## src/rtl/axi_stream_slave_monitor.sv

```systemverilog
// axi_stream_slave_monitor
//   Receiver-side AXI4-Stream protocol checker with traffic statistics.
//   It sits passively on the stream feeding a slave DUT. Violations of the
//   master's rules and of the slave's stall bound raise sticky error flags.
//   Under FORMAL, the master rules become assumptions and the stall bound
//   becomes an assertion.
// Ports
//   clk, resetn        stream clock, async active-low reset
//   tvalid .. tuser    observed stream (tready is driven by the slave DUT)
//   beat_count         completed transfers (wraps)
//   packet_count       transfers carrying tlast (wraps)
//   byte_count         sum of popcount(tkeep) over transfers (wraps)
//   stall_count        current run of tvalid && !tready cycles (saturates)
//   in_packet          a non-last beat was accepted and the packet is still open
//   err_*              sticky violation flags; err_any is their OR

// Per-byte-lane strobe/keep consistency: a strobed byte must also be kept.
module axi_stream_slave_monitor_lane (
  input  logic strb,
  input  logic keep,
  output logic strb_bad
);
  assign strb_bad = strb & ~keep;
endmodule

module axi_stream_slave_monitor #(
  parameter int byte_width = 4,
  parameter int id_width   = 1,
  parameter int dest_width = 1,
  parameter int user_width = 1,
  parameter int CNT_WIDTH  = 32,
  parameter int MAX_STALL  = 16
) (
  input  logic                    clk,
  input  logic                    resetn,
  input  logic                    tvalid,
  input  logic                    tready,
  input  logic [8*byte_width-1:0] tdata,
  input  logic [byte_width-1:0]   tstrb,
  input  logic [byte_width-1:0]   tkeep,
  input  logic                    tlast,
  input  logic [id_width-1:0]     tid,
  input  logic [dest_width-1:0]   tdest,
  input  logic [user_width-1:0]   tuser,
  output logic [CNT_WIDTH-1:0]    beat_count,
  output logic [CNT_WIDTH-1:0]    packet_count,
  output logic [CNT_WIDTH-1:0]    byte_count,
  output logic [15:0]             stall_count,
  output logic                    in_packet,
  output logic                    err_valid_drop,
  output logic                    err_unstable,
  output logic                    err_strb_keep,
  output logic                    err_reset_valid,
  output logic                    err_stall,
  output logic                    err_any
);

  localparam int PW = 10*byte_width + 1 + id_width + dest_width + user_width;
  localparam int KW = $clog2(byte_width + 1);

  // Whole beat payload, compared as one vector against the stalled snapshot.
  logic [PW-1:0] payload, snap;
  assign payload = {tdata, tstrb, tkeep, tlast, tid, tdest, tuser};

  logic pending;     // previous edge saw tvalid && !tready
  logic first_edge;  // armed by reset, consumed by the first edge after release

  logic xfer, stall;
  assign xfer  = tvalid & tready;
  assign stall = tvalid & ~tready;

  // Byte-lane strobe/keep checks
  logic [byte_width-1:0] strb_bad;
  for (genvar g = 0; g < byte_width; g++) begin : g_lane
    axi_stream_slave_monitor_lane u_lane (
      .strb     (tstrb[g]),
      .keep     (tkeep[g]),
      .strb_bad (strb_bad[g])
    );
  end

  logic [KW-1:0] keep_cnt;
  always_comb begin
    keep_cnt = '0;
    for (int i = 0; i < byte_width; i++)
      keep_cnt = keep_cnt + KW'(tkeep[i]);
  end

  logic stall_hit;
  assign stall_hit = (MAX_STALL != 0) && stall && (stall_count == 16'(MAX_STALL));

  always_ff @(posedge clk or negedge resetn) begin
    if (!resetn) begin
      beat_count      <= '0;
      packet_count    <= '0;
      byte_count      <= '0;
      stall_count     <= '0;
      in_packet       <= 1'b0;
      pending         <= 1'b0;
      snap            <= '0;
      first_edge      <= 1'b1;
      err_valid_drop  <= 1'b0;
      err_unstable    <= 1'b0;
      err_strb_keep   <= 1'b0;
      err_reset_valid <= 1'b0;
      err_stall       <= 1'b0;
    end else begin
      // Checks use pre-edge pending/snapshot/stall_count
      if (pending && !tvalid)                   err_valid_drop  <= 1'b1;
      if (pending && tvalid && payload != snap) err_unstable    <= 1'b1;
      if (tvalid && |strb_bad)                  err_strb_keep   <= 1'b1;
      if (first_edge && tvalid)                 err_reset_valid <= 1'b1;
      if (stall_hit)                            err_stall       <= 1'b1;
      first_edge <= 1'b0;

      pending <= stall;
      snap    <= payload;

      if (stall) begin
        if (stall_count != 16'hFFFF) stall_count <= stall_count + 16'd1;
      end else begin
        stall_count <= '0;
      end

      if (xfer) begin
        beat_count <= beat_count + 1'b1;
        byte_count <= byte_count + CNT_WIDTH'(keep_cnt);
        if (tlast) packet_count <= packet_count + 1'b1;
        in_packet <= ~tlast;
      end
    end
  end

  assign err_any = err_valid_drop | err_unstable | err_strb_keep |
                   err_reset_valid | err_stall;

`ifdef FORMAL
  logic past_valid;
  always_ff @(posedge clk or negedge resetn) begin
    if (!resetn) past_valid <= 1'b0;
    else         past_valid <= 1'b1;
  end

  always @(posedge clk) begin
    if (resetn && past_valid) begin
      if (pending)                       assume (tvalid);
      if (pending && tvalid)             assume (payload == snap);
      if (tvalid)                        assume (!(|strb_bad));
      if (first_edge)                    assume (!tvalid);
      if (MAX_STALL != 0)                assert (!stall_hit);
    end
  end
`endif

endmodule

```

## config.mk

```make
export PLATFORM = sky130hd
export DESIGN_NAME = axi_stream_slave_monitor
export DESIGN_NICKNAME = d
export VERILOG_FILES = /design/src/rtl/axi_stream_slave_monitor.sv
export SDC_FILE = /design/constraint.sdc
export NUM_CORES = 1
export LEC_CHECK = 0
export CAP_MARGIN = 20
export CORE_MARGIN = 10
export CORE_UTILIZATION = 45
export CTS_BUF_LIST = sky130_fd_sc_hd__clkbuf_8 sky130_fd_sc_hd__clkbuf_16
export CTS_CLUSTER_DIAMETER = 40
export DETAILED_ROUTE_END_ITERATION = 10
export MAX_ROUTING_LAYER = met4
export PLACE_DENSITY = 0.69
export SLEW_MARGIN = 20
export SYNTH_ARGS = -nofsm -noshare
export SYNTH_HDL_FRONTEND = slang
export SYNTH_SLANG_ARGS = --single-unit
```

## constraint.sdc

```tcl
create_clock -name clk -period 2.3 [get_ports clk]
set_clock_uncertainty 0.1 [all_clocks]
set_input_delay 0.345 -clock clk [delete_from_list [all_inputs] [get_ports clk]]
set_output_delay 0.345 -clock clk [all_outputs]
set_load 0.005 [all_outputs]
```

==> results.md <==
- Final #Nets: 885
- # clock sinks: 164
- Worst path max stage delay: 570 ps
- Row cnt: 45
- Area Growth Syn to Fin: 43.1%
- Syn. warnings: 0
- Largest delay share family, worst path: adder cells
- Vias in the first global route: 5,412
- Asr flop ratio synth: 100%
- Endpoints failing setup: 0
- Startpoint types: primary input
- Vias/cell: 4.98
- Avg Synthesized Cell Area: 11.6 um^2
- CP Max Fanout: 5
- Cells after synthesis: 609
- Crit path kind: primary input to flop
- Number of enable flip-flop cells after synthesis: 0
- Critical Path RT: 2540 ps
- Status: finished clean
- First-pass iteration count of the detailed router: 8
- CTS tree: built
- Per-cell routed wire length: 16.8 um
- FF-to-FF End: byte_count[26]
- Reg clk slew, reported paths: 60 ps
- Leak pwr: approximately 4.3 nW
- Min Tclk post-route: about 2200 ps
- CP endpoint kind: flop
- Cell Area, Placed: 0.00930 mm^2
- Largest net degree at the start of global routing: 52
- Starting Density: 46.1%
- Ports: approximately 170
- Max stage delay cell, worst path: fa_1
- Die W: 145 um
- Chip height: 145 um
- Number of synthesized register bits: 164
- Layout Cells excl Fill: approximately 1,100
- Final antenna-violating net count: 0
- First-pass GRT wire length: 29,100 um
- R2R setup slack: roughly 210 ps
- Register area share after synthesis: 58.3%
- Footprint of the multi-input gates: 0.00290 mm^2
- Critical R2R Launch: byte_count[0]
- Clock Latency Late Sink: 420 ps
- CP bufs+invs: 3
- CP arrival: 2480 ps
- Fin crit share: between 90 and 100%
- Final hold viol count: 0
- Residual DRC: 0
- Max-cap viol count: 0
- Worst path cell trace: buf_8 > fa_1 > inv_2 > fa_2 > inv_2 > fa_2 > nand3_2 > or3_4 > nor3_4 > xor2_1
- Synthesized area: 0.00704 mm^2
- Syn nets: around 670
- Global route overflow: 0
- Total CTS buffers: 17
- Max Slew Vio Count: 0
- Hold endpoint: snap[4]
- H-tree depth: 4
- Dominant synthesized flop cell: dfrtp_1
- RSZ-0062 raised after global routing: yes
- CTS Root Cell: clkbuf_16
- DPL Wire Length: between 10,000 and 15,000 um
- Final Power: 0.00760 W
- Worst hold path type: primary input to flop
- Vias post-DR: 5,234
- Core footprint: 0.0153 mm^2
- Seq. cell area: 0.00411 mm^2
- Initial DRC count: 217
- F_max: 447 MHz
- Power Density: 755 mW/mm^2
- Worst Hold Depth: 2
- Worst IR Drop VDD: 0.463 mV
- Die area: 0.0210 mm^2
- Share of cells above drive strength 1: approximately an eighth
- Final wirelength: 17,600 um
- Fin Hold WS: 57.2 ps
- Initial antenna violation count: 1
- Port Buf Inserts: 166
- Design Area, Final: 0.0101 mm^2
- GPL Wtd Cong: roughly 0.85
- Hold Path Origin: tkeep[0]
- Yosys cell types: 43
- Total GRT Usage: about 17%
- Fillers: 1,182
- Clock Tree Buf Depth: 2
- R2R cell count: 8
- Post-Place Cells: 1,018
[layout make-up]
type / count / share of cell area, %
well taps: 211 / 2.62
diodes: 1 / 0.0248
inverters: 19 / 0.708
flip-flops and latches: 164 / 40.7
clock inverters: 11 / 2.56
clock buffers: 18 / 4.36
multi-input cells: 416 / 28.8
repair buffers: 211 / 20.2
[logic make-up after synthesis]
family / Yosys count / share of synthesized area, %
xor+xnor: 147 / 18.3
buf+inv: 29 / 1.78
flops: 164 / 58.3
simple gates: 240 / 17.8
other cells: 1 / 0.0533
compound gates: 19 / 1.83
fa+ha+maj: 8 / 1.74
mux: 1 / 0.160
[per-stage QoR]
stage	TNS, ps	setup slack (ps)	utilization (%)
final	0	60.7	66.0
after global routing	-19.9	-10.4	66.0
after floorplan	-1410	-142	-
after CTS	0	11.8	65.9
after detailed placement	-18130	-766	61.0
after global placement	-17730	-732	61.0
[flip-flops by register name, indices dropped and copies added, names as in the netlist]
register         flops
beat_count          32
err_reset_valid      1
err_valid_drop       1
pending              1
snap                44
err_unstable         1
packet_count        32
byte_count          32
err_strb_keep        1
err_stall            1
first_edge           1
in_packet            1
stall_count         16
[cells in the mapped netlist, drive strengths merged, types with 4 or more instances]
library cell,count,area [um^2]
xor2,39,342
and2,4,25.0
nor4,11,75.1
o21ai,4,20.0
nand3,34,170
clkbuf,6,22.5
and3,14,92.6
nand2,52,198
inv,19,71.3
or3,4,25.0
nor2,47,176
and4,10,87.6
nor3,14,70.1
nand4,40,250
dfrtp,163,4080
ha,5,62.6
buf,4,31.3
xnor2,108,946
[timing repair]
action                                 in CTS  in global routing
resized for setup                          23                  5
endpoints found under the hold margin      48                  0
pin swaps                                   6                  6
buffers inserted                            2                  0
setup endpoints to repair                  26                  7
hold buffers                                1                  0
[layout by cell type, fill, tap and decap left out, drive strengths merged, types with 4 or more instances in the layout]
cell / count
and4: 10
nand3: 34
and3: 14
or3: 4
nand2: 52
bufinv: 8
and2: 4
xnor2: 108
ha: 5
nand4: 40
nor4: 11
nor2: 47
clkbuf: 18
inv: 20
dfrtp: 163
buf: 48
xor2: 39
clkdlybuf4s50: 162
o21ai: 4
nor3: 14
[layer usage]
metal	GRT usage, %	routed length [um]	up-vias
met5	-	0	-
met4	5.16	218	0
met3	4.41	912	16
met2	26.2	8270	134
met1	22.3	8220	2576
li1	-	-	2508
[power breakdown]
part / leakage [nW] / total, W / internal [W] / switching [W]
combinational: 1.91 / 0.000971 / 0.000583 / 0.000388
sequential: 2.10 / 0.00329 / 0.00307 / 0.000224
clock: 0.343 / 0.00334 / 0.00226 / 0.00108
[worst max-delay path by stage]
stage,start,to,slack (ps),cells after the start
6_report,tkeep[1],byte_count[26],60,10
5_1_grt,tkeep[1],byte_count[26],-10,10
4_1_cts,tkeep[0],byte_count[26],10,10
3_5_place_dp,tkeep[0],byte_count[23],-770,9
3_3_place_gp,tkeep[0],byte_count[27],-730,9
2_1_floorplan,tkeep[0],byte_count[27],-140,9
Power figures use the tool's default switching activity.
